==> src/rtl/seg7_pkg.sv <==
// Shared 7-segment definitions: active-low patterns, digit-array type, dp constant
// and the leading-zero blanking mask helper.
package seg7_pkg;
    localparam logic [6:0] SEG_0     = 7'h40;
    localparam logic [6:0] SEG_1     = 7'h79;
    localparam logic [6:0] SEG_2     = 7'h24;
    localparam logic [6:0] SEG_3     = 7'h30;
    localparam logic [6:0] SEG_4     = 7'h19;
    localparam logic [6:0] SEG_5     = 7'h12;
    localparam logic [6:0] SEG_6     = 7'h02;
    localparam logic [6:0] SEG_7     = 7'h78;
    localparam logic [6:0] SEG_8     = 7'h00;
    localparam logic [6:0] SEG_9     = 7'h10;
    localparam logic [6:0] SEG_BLANK = 7'h7F;

    localparam logic DP_OFF = 1'b1;

    // Index 0 is the ones digit, index 3 the thousands digit.
    typedef logic [3:0][3:0] bcd_digits_t;

    // Bit n set means digit n is a leading zero; digit 0 is never blanked.
    function automatic logic [3:0] lz_mask(input bcd_digits_t d);
        logic [3:0] m;
        m[3] = (d[3] == 4'd0);
        m[2] = m[3] && (d[2] == 4'd0);
        m[1] = m[2] && (d[1] == 4'd0);
        m[0] = 1'b0;
        return m;
    endfunction
endpackage

==> src/rtl/bcd_to_seg7.sv <==
// Combinational BCD to active-low 7-segment decoder ({g,f,e,d,c,b,a});
// codes 10-15 decode to blank.
module bcd_to_seg7
    import seg7_pkg::*;
(
    input  logic [3:0] bcd_i,
    output logic [6:0] seg_o
);
    always_comb begin
        seg_o = SEG_BLANK;
        case (bcd_i)
            4'd0: seg_o = SEG_0;
            4'd1: seg_o = SEG_1;
            4'd2: seg_o = SEG_2;
            4'd3: seg_o = SEG_3;
            4'd4: seg_o = SEG_4;
            4'd5: seg_o = SEG_5;
            4'd6: seg_o = SEG_6;
            4'd7: seg_o = SEG_7;
            4'd8: seg_o = SEG_8;
            4'd9: seg_o = SEG_9;
            default: seg_o = SEG_BLANK;
        endcase
    end
endmodule

==> src/rtl/bcd_scan_display.sv <==
// 4-digit multiplexed common-anode display driver with frame-aligned updates.
// Optional leading-zero blanking is enabled by defining SEG_LZ_BLANK_EN.
module bcd_scan_display
    import seg7_pkg::*;
#(
    parameter int CLK_DIV = 50000
) (
    input  logic       clk,
    input  logic       rst,
    input  logic [3:0] thousands,
    input  logic [3:0] hundreds,
    input  logic [3:0] tens,
    input  logic [3:0] ones,
    input  logic       load,
    output logic [6:0] seg,
    output logic [3:0] an,
    output logic       dp,
    output logic       frame_tick
);
    localparam int PW = (CLK_DIV > 2) ? $clog2(CLK_DIV) : 1;
    localparam logic [PW-1:0] PCNT_TC = PW'(CLK_DIV - 1);

    logic [PW-1:0] pcnt_q, pcnt_d;
    logic [1:0]    idx_q, idx_d;
    bcd_digits_t   disp_q, disp_d;
    bcd_digits_t   pend_dig_q, pend_dig_d;
    logic          pend_q, pend_d;
    logic [6:0]    seg_q, seg_d;
    logic [3:0]    an_q, an_d;
    logic          dp_q;
    logic          tick_q;

    bcd_digits_t   in_digits;
    logic          tc, boundary;
    logic [6:0]    raw_seg;
    logic [3:0]    blank;

    assign in_digits = {thousands, hundreds, tens, ones};
    assign tc        = (pcnt_q == PCNT_TC);
    assign boundary  = tc && (idx_q == 2'd3);

    always_comb begin
        pcnt_d     = tc ? '0 : pcnt_q + 1'b1;
        idx_d      = tc ? idx_q + 2'd1 : idx_q;
        disp_d     = disp_q;
        pend_dig_d = pend_dig_q;
        pend_d     = pend_q;
        if (load && boundary) begin
            // A load landing exactly on the boundary goes straight to the display.
            disp_d = in_digits;
            pend_d = 1'b0;
        end else begin
            if (boundary && pend_q) begin
                disp_d = pend_dig_q;
                pend_d = 1'b0;
            end
            if (load) begin
                pend_dig_d = in_digits;
                pend_d     = 1'b1;
            end
        end
    end

    // Outputs are decoded from next-state so seg/an line up with idx_q.
    bcd_to_seg7 u_dec (
        .bcd_i (disp_d[idx_d]),
        .seg_o (raw_seg)
    );

`ifdef SEG_LZ_BLANK_EN
    assign blank = lz_mask(disp_d);
`else
    assign blank = 4'b0000;
`endif

    always_comb begin
        seg_d = blank[idx_d] ? SEG_BLANK : raw_seg;
        an_d  = ~(4'b0001 << idx_d);
    end

    always_ff @(posedge clk) begin
        if (rst) begin
            pcnt_q     <= '0;
            idx_q      <= 2'd0;
            disp_q     <= '0;
            pend_dig_q <= '0;
            pend_q     <= 1'b0;
            seg_q      <= SEG_BLANK;
            an_q       <= 4'b1111;
            dp_q       <= DP_OFF;
            tick_q     <= 1'b0;
        end else begin
            pcnt_q     <= pcnt_d;
            idx_q      <= idx_d;
            disp_q     <= disp_d;
            pend_dig_q <= pend_dig_d;
            pend_q     <= pend_d;
            seg_q      <= seg_d;
            an_q       <= an_d;
            dp_q       <= DP_OFF;
            tick_q     <= boundary;
        end
    end

    assign seg        = seg_q;
    assign an         = an_q;
    assign dp         = dp_q;
    assign frame_tick = tick_q;
endmodule

==> config.mk <==
export PLATFORM = sky130hd
export DESIGN_NAME = bcd_scan_display
export DESIGN_NICKNAME = d
export VERILOG_FILES = /design/src/rtl/seg7_pkg.sv /design/src/rtl/bcd_to_seg7.sv /design/src/rtl/bcd_scan_display.sv
export SDC_FILE = /design/constraint.sdc
export NUM_CORES = 1
export LEC_CHECK = 0
export CAP_MARGIN = 40
export CORE_UTILIZATION = 35
export DETAILED_ROUTE_END_ITERATION = 10
export PLACE_DENSITY_LB_ADDON = 0.05
export SLEW_MARGIN = 10
export SYNTH_ARGS = -nofsm -noshare
export SYNTH_HDL_FRONTEND = slang
export SYNTH_SLANG_ARGS = --single-unit
export TNS_END_PERCENT = 5
==> constraint.sdc <==
create_clock -name clk -period 2.6 [get_ports clk]
set_input_delay 0.52 -clock clk [delete_from_list [all_inputs] [get_ports clk]]
set_output_delay 0.52 -clock clk [all_outputs]
set_load 0.01 [all_outputs]
# [Yosys cells after proc, flatten, opt, wreduce, memory -nomap -nowiden]
# Memories as Yosys holds them, arrays and structs flattened. A register that Yosys moved wholly into a read port is not among the register bits.
# Cells that the tools add are included.
[totals] ff_bits=56 mem_bits_ro=112 inputBits=19 output_inout_bits=13 mem_count=1
[memory_table] memory="(name not given)" words=16 width=7 rd=1 rd_ports_with_merged_regs=1 write_ports=0 line_no="bcd_to_seg7.sv:11" text="case (bcd_i)"
[classes] addsub=2 order_cmp=1 n_eq_ne=2 n_shift=1 mux=9 bitwise_logic=2 n_reduce_logical=8
[ops] op="$mux W16" n=2
[ops] op="$add A16 B1 Y16 const B" n=1
[ops] op="$eq A16 B16 Y1 const B" n=1
[ops] op="$bmux W4 S2" n=1
[ops] op="$reduce_or A2 Y1" n=3
[ops] op="$mux W4" n=1
[ops] op="$not A4 Y4" n=1
[ops] op="$shl A1 B2 Y4 const A" n=1
[ops] op="$logic_and A1 B1 Y1" n=3
[ops] op="$lt A2 B3 Y1 const B" n=1
[ops] op="$mux W1" n=3
[ops] op="$add A2 B1 Y2 const B" n=1
[ops] op="$bmux W1 S2" n=1
[ops] op="$eq A2 B2 Y1 const B" n=1
[ops] op="$mux W2" n=1
[ops] op="$reduce_and A2 Y1" n=1
[ops] op="$reduce_bool A2 Y1" n=1
[ops] op="$not A1 Y1" n=1

# [Logic depth before layout (Yosys ltp)]
# Gate-level depths: netlist of run 1.
[logic_depth] word_depth=7 mapped_depth=14

# [Hierarchy]
# A second synthesis of run 1 with hierarchy kept.
[unflattened] cells_unflattened=348 hier_area_um2=2889.0
[by_module_without_submodules] mod="bcd_scan_display" instances=1 cells_per_inst=315 area_each_um2=2678.8 seq_area_each_um2=1261.2
[by_module_without_submodules] mod="bcd_to_seg7" instances=1 cells_per_inst=33 area_each_um2=210.2 seq_area_each_um2=0.0

# [Worst setup path after synthesis of run 1]
# No wires, ideal clock.
[synth_timing] kind="register to register" startpoint="reg pcnt_q[0]" endpoint="reg seg_q[4] (netlist: seg[4])" setup_time_ns=0.078 arrival_time_ns=2.630 t_required_ns=2.522 slack_ns=-0.108 stages_incl_launch_ff=13 path_cell_list="dfxtp_1 ha_1 and3_1 clkbuf_1 nand4_4 xnor2_1 nand2_1 o22a_2 o221ai_2 inv_1 ha_1 mux2_2 a32oi_1"
[synth_between] elab_chain_cells=7 elab_cells_between_ends=12
[synth_rtl] element="start, declared" line_no="bcd_scan_display.sv:23" text="logic [PW-1:0] pcnt_q, pcnt_d;"
[synth_rtl] element="start signal, assigned" line_no="bcd_scan_display.sv:93" text="pcnt_q <= pcnt_d;"
[synth_rtl] element="$eq A16 B16 Y1 *" line_no="bcd_scan_display.sv:39" text="assign tc = (pcnt_q == PCNT_TC);"
[synth_rtl] element="$logic_and A1 B1 Y1" line_no="bcd_scan_display.sv:40" text="assign boundary = tc && (idx_q == 2'd3);"
[synth_rtl] element="$logic_and A1 B1 Y1" line_no="bcd_scan_display.sv:53" text="if (boundary && pend_q) begin"
[synth_rtl] element="$mux W16" line_no="bcd_scan_display.sv:53"
[synth_rtl] element="$mux W16" line_no="bcd_scan_display.sv:48" text="if (load && boundary) begin"
[synth_rtl] element="$bmux W4 S2" line_no="bcd_scan_display.sv:66" text=".bcd_i (disp_d[idx_d]),"
[synth_rtl] element="$mux W4 (not written as such)" line_no="bcd_scan_display.sv:66"
[synth_rtl] element="end, declared" line_no="bcd_scan_display.sv:28" text="logic [6:0] seg_q, seg_d;"
# Every way passes the cells marked *; elsewhere a longest branch is shown, timed or not. The select of a mux whose other input is x is not followed.
# A chain may end at the register's enable or synchronous reset.

# [Final worst setup path of run 1]
[layout_timing] startpoint="reg pcnt_q[0]" endpoint="reg seg_q[2] (netlist: seg[2])"
# The elaborated chain is that of the path after synthesis.

==> flow_summary_export.csv, run 1 <==
group,metric,value,unit
global_route,overflow,0,
floorplan,die_x,93.5,um
logic_synthesis,syn_nets,359,
global_route,grt_use_total,0.175,
power,p_leak,1.54,nW
logic_synthesis,synth_area_leaders,"dfxtp_1 (43%), a32oi_1 (6.0%), nand3_1 (5.6%), nand2_1 (5.1%), a21oi_1 (4.6%)",
route,first_iter_violations,79,
finish,finish.utilization,0.511,
power,ir_worst_vdd,0.000441,V
route,wl_per_cell,13.8,um
worst_setup_path,path_cells,"ha_2, and4_1, and4_4, buf_12, buf_12, a32oi_1, a21oi_2, nor3_2, buf_4, or4_4, a21o_1",
floorplan,die_y,93.5,um
clock_tree,cts_tree,"yes",
worst_setup_path,regToRegSetupSlack,-0.04,ns
sta,slew_viol_final,0,
global_route,grt_pass1_wl,11800,um
sta,hold_viol,0,
global_route,grt_pass1_vias,2484,
floorplan,dieArea,0.00873,mm^2
power,p_comb_frac,0.066,
sta,rsz0062_at_grt,"yes",
route,wl,7110,um
power,p_sw_frac,0.216,
outcome,violations,"negative setup slack",
placement,port_buffers,30,
global_route,grt_max_degree,26,
sta,finalSetupViolations,2,
worst_setup_path,crit_required,2.83,ns
finish,final_nets,434,
logic_synthesis,ys_types,44,
logic_synthesis,async_reset_ff_frac,0,
floorplan,start_util,0.369,
route,viasPerCell,4.99,
logic_synthesis,syn_inst,333,
power,switchingPower,0.434,mW
sta,worst_pin_slew,0.566,ns
route,drc,0,
sta,tns,-0.0424,ns
logic_synthesis,synth_top_area_frac,0.431,
sta,slew_headroom,0.622,
worst_hold_path,hp-start,"pend_dig_q[4]$_SDFFE_PP0P_",
worst_setup_path,r2r-start,"pcnt_q[0]$_SDFF_PP0_",
logic_synthesis,synth-edff-count,0,
worst_setup_path,worstPathMaxFanout,12,
worst_setup_path,cp_data_arrival_time,2.87,ns
worst_setup_path,crit_path_start_kind,"flip-flop",
logic_synthesis,synth_area,0.00293,mm^2
logic_synthesis,synthFlopType,"dfxtp_1",
worst_hold_path,whs_endpoint,"pend_dig_q[4]$_SDFFE_PP0P_",
clock_tree,clock-root-buffer,"clkbuf_8",
worst_setup_path,critPathCaptureType,"flip-flop",
worst_hold_path,whs_path_depth,2,
finish,area_growth,38.5,%
sta,hold_ws,0.464,ns
power,clkPwrFrac,0.434,
logic_synthesis,ys_seq_area_frac,0.431,
worst_setup_path,worstSetupPathType,"reg2reg",
clock_tree,clock_path_buffers,2,
sta,max_freq,379,MHz
logic_synthesis,yosys_warnings,0,
power,pwr-share-seq,0.499,
flow_run,drv_cap,0,
floorplan,placementRows,32,
worst_hold_path,min_path_type,"reg2reg",
clock_tree,clock_latency,0.33,ns
worst_setup_path,reg2regPathDepth,11,
floorplan,io_pins,32,
clock_tree,h-tree-depth,3,
worst_setup_path,r2r-end,"seg[2]$_SDFF_PP1_",
logic_synthesis,yosysTopAreaCell,"dfxtp_1",
finish,layout.cells.non_filler,515,
sta,finalWorstSetupSlack,-0.0410,ns
power,p_int,1.57,mW
clock_tree,cts_buffers,9,
finish,drive_gt1_frac,0.269,
route,dr.pass1.iters,4,
finish,n_antenna_cell,0,
worst_setup_path,path_common_cell,"buf_12",
logic_synthesis,ys_ff_latch,63,
route,route.antenna.remaining_nets,0,
worst_setup_path,cp_slowest_cell,"or4_4",
sta,fin_crit_sh,1.02,
clock_tree,clk_pin_slew_worst_paths,0.07,ns
global_route,antenna_found_initial,0,
clock_tree,cts.sinks,63,
worst_setup_path,max_stage_delay,0.51,ns
placement,dp.cells,491,
floorplan,core,0.00793,mm^2
sta,skew,0.00849,ns
sta,min_period,2.64,ns
route,num_vias,2570,
placement,post-place-ws,-0.314,ns
logic_synthesis,synth_area_per_cell,8.79,um^2
outcome,status,"complete, but fails checks",
placement,place_congestion,0.721,
power,power_density,495,mW/mm^2
placement,dp.final_hpwl,4930,um
[power groups by stage]
stage	Sequential [mW]	Clock (mW)	Combinational [mW]
after floorplan	1.02	0	0.0595
after global placement	1.02	0	0.132
after detailed placement	1.02	0	0.133
after CTS	1.00	0.901	0.134
after global routing	1.01	0.946	0.147
final	1.00	0.872	0.133
[cell type report]
cell class / instances / area (um^2)
clock inverter: 3 / 40.0
tap: 102 / 128
inverter: 6 / 22.5
timing repair buffer: 87 / 790
multi-input combinational: 241 / 1640
clock buffer: 13 / 169
fill: 812 / 3870
sequential: 63 / 1270
[placed cells by master (no fill, tap or decap), drive strengths merged]
cell type	count
nor4	1
nor2	36
o221ai	2
and4	3
mux2	2
nor4bb	1
a22oi	1
dfxtp	63
nor3	3
xor2	8
and3	17
a21o	1
nand2	41
o22a	2
nand3	33
clkdlybuf4s50	30
o21ai	3
a32oi	20
ha	7
bufinv	1
and2	5
or4	1
clkinv	2
bufbuf	1
xnor2	7
a21oi	27
nor2b	3
o22ai	3
and4b	1
nand4	3
mux2i	7
buf	56
clkbuf	13
or3	2
inv	6
conb	1
[registers in the layout, summed over array words and instances, names as in the netlist]
register    cells
disp_q         16
pcnt_q         16
pend_dig_q     16
seg             7
an              4
idx_q           2
frame_tick      1
pend_q          1
[worst max path at each step]
stage                        endpoint  slack [ns]             startpoint
floorplan           seg[4]$_SDFF_PP1_       -0.01    idx_q[0]$_SDFF_PP0_
global placement    seg[2]$_SDFF_PP1_       -0.27                   load
detailed placement  seg[2]$_SDFF_PP1_       -0.31                   load
CTS                 seg[2]$_SDFF_PP1_       -0.02  pcnt_q[10]$_SDFF_PP0_
global route        seg[6]$_SDFF_PP1_       -0.14   pcnt_q[0]$_SDFF_PP0_
finish              seg[2]$_SDFF_PP1_       -0.04   pcnt_q[0]$_SDFF_PP0_
[synth_stat cells (4+ instances only)]
| master | count |
|---|---|
| xnor2_1 | 7 |
| a32oi_1 | 20 |
| and2_1 | 5 |
| nor2_1 | 35 |
| inv_1 | 6 |
| nand2_1 | 40 |
| a21oi_1 | 27 |
| and3_1 | 17 |
| buf_1 | 4 |
| ha_1 | 7 |
| xor2_1 | 8 |
| nand3_1 | 33 |
| clkbuf_1 | 13 |
| mux2i_1 | 7 |
| dfxtp_1 | 63 |
[per-stage QoR]
| step | cell area [um^2] | power (mW) |
|---|---|---|
| 2_1_floorplan | 2980 | 1.08 |
| 3_3_place_gp | 3660 | 1.16 |
| 3_5_place_dp | 3660 | 1.16 |
| 4_1_cts | 3970 | 2.04 |
| 5_1_grt | 4050 | 2.10 |
| 6_report | 4050 | 2.01 |
[critical path: cells and delay by family, from the launching register on]
kind	cells	cell delay, ns
AND/OR/NAND/NOR	4	1.07
AO/OA/AOI/OAI	3	0.51
buffers and inverters	3	0.41
flip-flops	1	0.34
adder cells (fa/ha/maj)	1	0.20
[routing by layer]
layer	GRT usage	part of all wire
met1	0.220	0.47
met2	0.296	0.48
met3	0.0390	0.036
met4	0.0577	0.013
met5	0	0
[kinds of logic (layout without fill, tap and decap cells)]
group | Yosys count | after routing | share of synthesized area
DFF | 63 | 63 | 0.431
xor gates and xnor gates | 15 | 15 | 0.0449
and+or+nand+nor | 150 | 150 | 0.268
other | 1 | 1 | 0.00128
adders and majority gates | 7 | 7 | 0.0299
buffers and inverters | 29 | 109 | 0.0551
muxes | 9 | 9 | 0.0329
AOI/OAI and AO/OA | 59 | 59 | 0.137
[repair_timing]
item                       4_1_cts  5_1_grt
buffers inserted                 4        3
setup endpoints to repair        7        7
hold buffers                     0        0
resized for setup               12       18
gates cloned                     1        0
pin swaps                        9       13
No activity file was read; power rests on OpenSTA's default activity.
==> inputs of run 2 (changes only) <==
CORE_UTILIZATION = 50   (was 35)
==> run 2 against run 1 <==
The flow still finishes with violations (negative setup slack). Via count is 7.9% higher. Register-to-register slack is essentially flat. Die area decreased by 29%. Total power decreased by 2.8%. Utilization grew 27 points. Clock skew is 0.0021 ns higher. Sequential share of layout area shrank 2.2 points. Critical endpoint unchanged. Highest routed layer unchanged.
==> flow_summary_export.csv, run 2 (same netlist as run 1, synthesis figures left out) <==
group,metric,value,unit
route,drc,0,
sta,finalSetupViolations,2,
finish,reg_top3,"disp_q (16), pcnt_q (16), pend_dig_q (16)",
floorplan,core,0.00557,mm^2
clock_tree,clk_pin_slew_worst_paths,0.07,ns
flow_run,drv_cap,0,
finish,ff_latch_area,0.00127,mm^2
power,ir_worst_vdd,0.000320,V
worst_setup_path,crit_required,2.84,ns
floorplan,die_y,78.5,um
route,dr.pass1.iters,5,
floorplan,dieArea,0.00617,mm^2
outcome,violations,"negative setup slack",
clock_tree,clock_latency,0.35,ns
floorplan,placementRows,27,
sta,fin_crit_sh,1.01,
worst_setup_path,max_stage_delay,0.51,ns
sta,worst_pin_slew,0.578,ns
floorplan,die_x,78.5,um
worst_setup_path,critPathCaptureType,"flip-flop",
outcome,status,"complete, but fails checks",
finish,drive_gt1_frac,0.335,
route,num_vias,2774,
worst_setup_path,crit_path_start_kind,"flip-flop",
route,route.antenna.remaining_nets,0,
worst_setup_path,cp_slowest_cell,"or4_4",
finish,n_antenna_cell,0,
sta,slew_headroom,0.614,
finish,final_nets,447,
sta,finalWorstSetupSlack,-0.0328,ns
sta,slew_viol_final,0,
placement,post-place-ws,-0.663,ns
finish,finish.utilization,0.784,
finish,final_common_cell,"dfxtp_1",
finish,final_cell_area,0.00437,mm^2
worst_setup_path,worstSetupPathType,"reg2reg",
placement,port_buffers,30,
worst_setup_path,cp.depth,11,
placement,dp.final_hpwl,4690,um
placement,dp.cells,459,
clock_tree,cts_hold_buf,0,
route,wl,8180,um
placement,place_congestion,0.807,
worst_setup_path,cp_data_arrival_time,2.87,ns
worst_setup_path,reg2regPathDepth,11,
power,p_leak,1.69,nW
sta,hold_viol,0,
clock_tree,cts.sinks,63,
clock_tree,cts_tree,"yes",
worst_setup_path,r2r-start,"pcnt_q[0]$_SDFF_PP0_",
worst_setup_path,crit_end,"seg[2]$_SDFF_PP1_",
finish,final_cell_mix,"dfxtp_1 (56), buf_4 (54), nand2_1 (37)",
global_route,grt_pass1_vias,2502,
finish,area_growth,49.3,%
clock_tree,h-tree-depth,3,
floorplan,io_pins,32,
sta,max_freq,380,MHz
worst_setup_path,regToRegSetupSlack,-0.03,ns
global_route,grt_max_degree,42,
worst_setup_path,crit_buf_inv,2,
global_route,overflow,0,
route,first_iter_violations,303,
global_route,grt_use_total,0.244,
power,power_density,447,mW/mm^2
worst_setup_path,path_delay_family,"simple AND/OR/NAND/NOR gates",
global_route,grt_pass1_wl,11500,um
worst_setup_path,path_cells,"ha_4, and4_1, and4_4, buf_12, a32oi_1, and3_1, o22a_4, o221ai_4, buf_6, or4_4, a21o_1",
worst_hold_path,min_path_type,"reg2reg",
worst_setup_path,worstPathMaxFanout,7,
clock_tree,cts_buffers,9,
worst_setup_path,r2r-end,"seg[2]$_SDFF_PP1_",
route,wl_per_cell,16.5,um
finish,multi_input_area,0.00183,mm^2
global_route,antenna_found_initial,0,
finish,layout.cells.non_filler,496,
route,viasPerCell,5.59,
worst_setup_path,cp-startpoint,"pcnt_q[0]$_SDFF_PP0_",
placement,place_area,0.00360,mm^2
clock_tree,clock_path_buffers,2,
sta,min_period,2.63,ns
sta,hold_ws,0.463,ns
clock_tree,clock-root-buffer,"clkbuf_8",
sta,skew,0.0106,ns
finish,fillers,360,
sta,rsz0062_at_grt,"yes",
floorplan,start_util,0.525,
==> run 2: changes by cell type in the layout (fill, tap and decap cells not counted), sizes merged <==
cell           before  now
bufbuf              1    0
clkbuf             13   17
buf                56   67
clkdlybuf4s50      30   29
dlymetal6s2s        0    1
clkinv              2    0
bufinv              1    0
==> run 2: area by class of cell <==
class                      instances  share of cell area
tap                               72              0.0206
multi-input combinational        241               0.419
timing repair buffer             100               0.223
sequential                        63               0.290
inverter                           6             0.00515
clock buffer                      14              0.0418
==> run 2: how the worst min path moves through the flow <==
stage,from,endpoint,slack (ns),cells past startpoint
after floorplan,pcnt_q[0]$_SDFF_PP0_,pcnt_q[0]$_SDFF_PP0_,0.41,1
after global placement,pend_dig_q[8]$_SDFFE_PP0P_,pend_dig_q[8]$_SDFFE_PP0P_,0.45,2
after detailed placement,pend_dig_q[11]$_SDFFE_PP0P_,pend_dig_q[11]$_SDFFE_PP0P_,0.45,2
after CTS,pend_dig_q[11]$_SDFFE_PP0P_,pend_dig_q[11]$_SDFFE_PP0P_,0.46,2
after global routing,pend_dig_q[10]$_SDFFE_PP0P_,pend_dig_q[10]$_SDFFE_PP0P_,0.49,2
final,pend_dig_q[6]$_SDFFE_PP0P_,pend_dig_q[6]$_SDFFE_PP0P_,0.46,2
==> run 2: metal layers <==
layer	track usage	part of all wire	vias to the layer above
li1	-	-	1353
met1	0.308	0.41	1317
met2	0.386	0.51	81
met3	0.0465	0.046	23
met4	0.141	0.028	0
met5	0	0	-
==> run 2: what timing repair did <==
item                       in CTS  in global routing
buffers inserted               10                  9
cloned                          1                  3
gates resized for setup        19                 58
setup endpoints to repair       7                  7
pin swaps                      16                 29
==> run 2: stage by stage <==
step / power (mW) / setup TNS [ns]
6_report: 1.95 / -0.0349
5_1_grt: 2.01 / -0.902
4_1_cts: 1.95 / -0.0124
3_5_place_dp: 1.15 / -4.22
3_3_place_gp: 1.15 / -3.70
2_1_floorplan: 1.08 / -0.0138
==> run 2: tightest hold or removal path, delay by kind of cell (launching register included) <==
kind | cells | cell delay (ns)
DFF | 1 | 0.31
and+or+nand+nor | 1 | 0.05
AOI/OAI and AO/OA | 1 | 0.05
==> run 2: where the power goes <==
group          switching [mW]  internal [mW]  leakage [nW]  total, mW
clock network           0.364          0.441        0.0946      0.805
registers              0.0168          0.991         0.517       1.01
logic                  0.0728         0.0673          1.08      0.140
